===== src/rtl/alu_shl_sequencer.sv =====
// alu_shl_sequencer: two-port round-robin front end for a shared iterative
// shift-left unit; shifts one bit per clock and returns the result over valid/ready.
module alu_shl_sequencer #(
   parameter int WIDTH = 3,
   parameter int SHW   = 2
) (
   input  logic             clk_i,
   input  logic             rst_ni,
   input  logic             req0_valid_i,
   output logic             req0_ready_o,
   input  logic [WIDTH-1:0] req0_a_i,
   input  logic [SHW-1:0]   req0_b_i,
   input  logic             req1_valid_i,
   output logic             req1_ready_o,
   input  logic [WIDTH-1:0] req1_a_i,
   input  logic [SHW-1:0]   req1_b_i,
   output logic             res_valid_o,
   input  logic             res_ready_i,
   output logic [WIDTH-1:0] res_r_o,
   output logic             res_id_o,
   output logic             res_ovf_o
);
   typedef enum logic [1:0] {IDLE, SHIFT, DONE} state_t;
   state_t           state_q, state_d;
   logic [WIDTH-1:0] acc_q, acc_d;
   logic [SHW-1:0]   cnt_q, cnt_d;
   logic             id_q, id_d, ovf_q, ovf_d, prio_q, prio_d;
   logic             both, grant, take;
   logic [SHW-1:0]   sel_b;
   assign both  = req0_valid_i & req1_valid_i;
   assign grant = both ? prio_q : req1_valid_i;
   assign sel_b = grant ? req1_b_i : req0_b_i;
   // readies are gated by reset so nothing is accepted while rst_ni is low
   assign req0_ready_o = rst_ni & (state_q == IDLE) & req0_valid_i & ~grant;
   assign req1_ready_o = rst_ni & (state_q == IDLE) & req1_valid_i & grant;
   assign take         = req0_ready_o | req1_ready_o;
   assign res_valid_o  = state_q == DONE;
   assign res_r_o      = acc_q;
   assign res_id_o     = id_q;
   assign res_ovf_o    = ovf_q;
   always_comb begin
      state_d = state_q;
      acc_d   = acc_q;
      cnt_d   = cnt_q;
      id_d    = id_q;
      ovf_d   = ovf_q;
      prio_d  = prio_q;
      if (state_q == IDLE && take) begin
         acc_d   = grant ? req1_a_i : req0_a_i;
         cnt_d   = sel_b;
         id_d    = grant;
         ovf_d   = 1'b0;
         prio_d  = both ? ~grant : prio_q;
         state_d = (sel_b != '0) ? SHIFT : DONE;
      end else if (state_q == SHIFT) begin
         ovf_d   = ovf_q | acc_q[WIDTH-1];
         acc_d   = {acc_q[WIDTH-2:0], 1'b0};
         cnt_d   = cnt_q - SHW'(1);
         state_d = (cnt_q == SHW'(1)) ? DONE : SHIFT;
      end else if (state_q == DONE && res_ready_i) begin
         state_d = IDLE;
      end
   end
   always_ff @(posedge clk_i) begin
      if (!rst_ni) begin
         state_q <= IDLE;
         acc_q   <= '0;
         cnt_q   <= '0;
         id_q    <= 1'b0;
         ovf_q   <= 1'b0;
         prio_q  <= 1'b0;
      end else begin
         state_q <= state_d;
         acc_q   <= acc_d;
         cnt_q   <= cnt_d;
         id_q    <= id_d;
         ovf_q   <= ovf_d;
         prio_q  <= prio_d;
      end
   end
endmodule


===== config.mk =====
export PLATFORM = sky130hd
export DESIGN_NAME = alu_shl_sequencer
export DESIGN_NICKNAME = d
export VERILOG_FILES = /design/src/rtl/alu_shl_sequencer.sv
export SDC_FILE = /design/constraint.sdc
export NUM_CORES = 1
export LEC_CHECK = 0
export ABC_AREA = 1
export BUFFER_PORTS_ARGS = -buffer_cell sky130_fd_sc_hd__buf_4
export CAP_MARGIN = 20
export CORE_UTILIZATION = 47
export DETAILED_ROUTE_END_ITERATION = 16
export PLACE_DENSITY_LB_ADDON = 0.2
export SLEW_MARGIN = 0
export SYNTH_ARGS = -nofsm -noshare
export SYNTH_HDL_FRONTEND = slang
export SYNTH_SLANG_ARGS = --single-unit

===== constraint.sdc =====
create_clock -name clk_i -period 1.55 [get_ports clk_i]
set_input_delay 0.0775 -clock clk_i [delete_from_list [all_inputs] [get_ports clk_i]]
set_output_delay 0.0775 -clock clk_i [all_outputs]
set_load 0.02 [all_outputs]

---- After elaboration in Yosys (flattened, before gate mapping) ----
Index checks and enable logic that the tools add are counted.
word-level totals
  register bits ........................... 10
  bits of input ports ..................... 15
  word-level logic and storage cells ...... 40
operators by class
  add/sub/neg operators ................... 1
  eq/ne operators ......................... 3
  multiplexer cells ....................... 12
  bitwise operators ....................... 10
  reduce and logical (&&, ||, !) cells .... 8
operators with widths
  cell                 count
  $mux 2               8
  $mux 3               3
  $and 1x1->1          6
  $eq 2x1->1 const B   2
  $reduce_bool 2->1    2
  $reduce_bool 3->1    1
  $eq 2x2->1 const B   1
  $logic_and 1x1->1    2
  $logic_not 2->1      1
  $not 1->1            2
  $or 1x1->1           2
  $reduce_and 2->1     1
  $reduce_or 2->1      1
  $sub 2x1->2 const B  1
  $mux 1               1

---- Longest topological paths before layout ----
  depth after elaboration ................. 7
  gate-level depth with buffers ........... 10

---- Least setup slack after synthesis ----
Ideal clock, no wire load.
  kind .................................... register -> register
  start ................................... reg state_q[1]
  end ..................................... reg state_q[0]
  library setup time ...................... 0.111 ns
  data arrival time ....................... 1.151 ns
  slack ................................... 0.287 ns
  stages on the path, launching flop included .. 8
  path buffers ............................ 0
  cells stage by stage .................... dfxtp_1 inv_1 nor2_1 nand2_1 nand4_1 inv_1 nor2_1 nor2_1
between the ends
  elaborated cells on any way between the ends .. 14
  those cells by class .................... 2 x eq/ne; 2 x mux; 6 x bitwise; 4 x reduce/logical
RTL lines
  what                                RTL line  source
  from (decl)                         24        state_t state_q, state_d;
  from (signal assigned)              73        state_q <= state_d;
  $eq 2x2->1                          --
  net res_valid_o                     17        output logic res_valid_o,
  $logic_and 1x1->1                   60        end else if (state_q == DONE && res_ready_i) begin
  $reduce_bool 3->1 (no source line)  --
The timed path passes the listed nets, and every way through them passes these cells.
A chain may end at the register's enable or synchronous reset.

---- Worst setup path after layout ----
  start ................................... reg state_q[1]
  end ..................................... out req1_ready_o
between the ends
  cells in the longest elaborated chain, start to end .. 4
ends and longest elaborated chain
  what                       RTL line  source
  $logic_not 2->1            35        assign req1_ready_o = rst_ni & (state_q == IDLE) & req1_valid_i & grant;
  $and 1x1->1 (3 in series)  35
  to (decl)                  14        output logic req1_ready_o,
Every way passes these cells.

==> results.md <==
| Result | This run |
|---|---|
| Result of the run | finished clean |
| Kind of critical path | flip-flop to primary output |
| Destination of the worst register-to-register timing path | state_q[0] |
| Core region area | 1190 um2 |
| GRT Util Overall | 22.2% |
| Hold wc startpoint | rst_ni |
| Routed wire length | 1470 um |
| Most frequent cells in the layout | nand2_1, buf_4, inv_1 |
| Final global-route overflow total | 0 |
| RePlAce Congestion | 0.796 |
| Number of cells on the worst hold path | 3 |
| # diodes | 0 |
| Average wire length per cell after detail routing | 10.8 um |
| Highest fanout seen on the critical path | 4 |
| Total Die Area | 1520 um2 |
| # port buffers | 22 |
| X dimension of the die | 39.0 um |
| Mean Syn Cell Area | 6.63 um2 |
| Count of buffers added by post-CTS timing repair for setup | 0 |
| Share of post-route cells with drive strength above 1 | 32.8% |
| P&R area growth vs syn | 32.9% |
| Final Skew | 6.39 ps |
| Post-placement setup slack | 331 ps |
| Flip-flop and latch area | 200 um2 |
| Max-slew violation count | 0 |
| Crit path setup slack, layout | 181 ps |
| Lkg Pwr | 0.433 nW |
| Placed wire-length estimate after detailed placement | 1040 um |
| Row count | 12 |
| Drt pass-1 iters | 6 |
| CTS tree | built |
| Cell at the root of the clock tree | clkbuf_4 |
| Number of cells upsized or downsized after cts | 0 |
| Hold-critical path endpoint | state_q[0] |
| Post-CTS Hold Fix Bufs | 0 |
| Net switching power | 0.000526 W |
| Maximum buffer depth of the clock tree | 2 |
| Required @ worst endpoint | 1470 ps |
| Setup repair after global routing missed its margin | no |
| Final Hold Viols | 0 |
| Antenna violations before repair | 0 |
| Endpoint kind of the worst setup timing path | primary output |
| Total power consumption of the routed design | 0.00125 W |
| Number of CTS-inserted buffers | 3 |
| Util after Layout | 72.0% |
| Total internal power | 0.000723 W |
| Classification of the worst-slack hold path | input port to flip-flop |
| Number of instances in the synthesized netlist | 97 |
| R2R depth | 7 |
| Flop and latch count out of synthesis | 10 |
| Unique masters post-synth | 22 |
| Power density normalized to cell area | 1460 nW/um2 |
| Final worst-path cycle share | 88.3% |
| R2R Setup Slk | 300 ps |
| Total number of nets in the final design | 139 |
| Share of power burned in the clock network | 19.0% |
| Max rail drop VDD | 787 uV |
| Initial Utilization | 54.2% |
| Hold slack final | 108 ps |
| Largest net degree at the start of global routing | 10 |
| Worst Setup Start Kind | flip-flop |
| MaxCap Viol Count | 0 |
| Pin slew with the least headroom to its limit | 222 ps |
| Nets in the synthesized netlist | 113 |
| Area of the multi-input gates | 379 um2 |
| Global-route wire length before repair | 2300 um |
| TritonCTS Sinks | 10 |
| Clock Pin Slew Worst Setup and Hold Paths | 60 ps |
| Number of top-level design ports | 23 |
| Vias per cell | 5.33 |
| Switching share of power | 42.1% |
| Die boundary height | 39.0 um |
| Antenna Violating Nets Remaining | 0 |
| Depth of the CTS H-tree | 1 |
| Via Count | 725 |
| Count of filler cells inserted in the layout | 109 |
| Count of final setup violators | 0 |
| Combinational power share | 50.5% |
| Crit Reg-Reg Startpoint | state_q[1] |
| Setup TNS | 0 ps |
| Relative slew slack | 85.1% |
| Data arrival time at the worst-slack endpoint | 1290 ps |
| Sequential power share | 30.4% |
| Highest clock rate | 730 MHz |
| Period minus WS final | 1370 ps |
| Leading cell type in the layout, fill and taps excluded | nand2_1 |
| Share of the yosys chip area belonging to registers | 31.1% |
| Clk Latency, worst-skew pair | 270 ps |
| Iter 0 DRT Violations | 32 |
| Post-synthesis instance area | 643 um2 |
| Post-route DRC | 0 |
| Vias in the first global route | 558 |
| Synth warnings | 0 |
## flip-flops by register name, summed over array words and instances, names as in the netlist
register,cells
prio_q,1
res_id_o,1
state_q,2
res_ovf_o,1
res_r_o,3
cnt_q,2
## cell type report
class                   count  area share (%)
clock buffers               4            4.25
flip-flops and latches     10            23.4
repair buffers             22            19.3
well taps                  14            2.05
inverters                  15            6.59
multi-input cells          71            44.4
## cell usage after synthesis
library cell  count  area, um2
nor2_4            2       22.5
nor2_1            8       30.0
nand3b_1          1       7.51
nand4_1           3       18.8
dfxtp_1          10        200
a21oi_1           3       15.0
a21boi_4          1       18.8
inv_2             2       7.51
o21ai_0           7       35.0
nor2_2            2       12.5
a21oi_2           1       8.76
nand3_1           5       25.0
ha_1              1       12.5
xnor2_1           1       8.76
nand2_2           5       31.3
inv_1            13       48.8
nand2_1          27        101
a41oi_1           1       8.76
or2_1             1       6.26
o22ai_1           1       6.26
nand3_2           1       10.0
buf_4             1       7.51
## power by group through the flow
| stage | clock (W) | sequential, W | combinational (W) |
|---|---|---|---|
| after global placement | 0 | 0.000384 | 0.000607 |
| after global routing | 0.000251 | 0.000389 | 0.000708 |
| after CTS | 0.000240 | 0.000380 | 0.000625 |
| after detailed placement | 0 | 0.000384 | 0.000614 |
| after floorplan | 0 | 0.000408 | 0.000424 |
| final | 0.000238 | 0.000380 | 0.000631 |
## metrics by stage
stage | area (um2) | instances
6_report | 855 | 136
5_1_grt | 855 | 136
4_1_cts | 855 | 136
3_5_place_dp | 818 | 132
3_3_place_gp | 818 | 132
2_1_floorplan | 643 | 97
## layer usage
metal | up-vias | part of all wire, % | GRT usage (%)
li1 | 359 | - | -
met1 | 306 | 44 | 28.9
met2 | 49 | 42 | 32.1
met3 | 11 | 10 | 5.78
met4 | 0 | 3.5 | 13.8
met5 | - | 0 | 0
## critical path, stage by stage (launching register included)
cell	delay, ps
dfxtp_1	330
inv_1	120
nand3_1	180
nor2_2	220
buf_4	170
## logic make-up (layout without fill, tap and decap cells)
kind of cell    count (synthesis)  count (layout)  share of synthesized area (%)
fa+ha+maj                       1               1                           1.95
simple gates                   55              55                           41.2
compound gates                 14              14                           14.4
xor+xnor                        1               1                           1.36
flops                          10              10                           31.1
buf+inv                        16              41                           9.92
## worst max-delay path by stage
stage,to,cells past startpoint,start
floorplan,state_q[0],7,state_q[1]
global placement,state_q[0],8,prio_q
detailed placement,state_q[0],8,prio_q
CTS,req1_ready_o,4,state_q[1]
global route,req1_ready_o,4,state_q[1]
finish,req1_ready_o,4,state_q[1]
(Power assumes the default switching activity.)
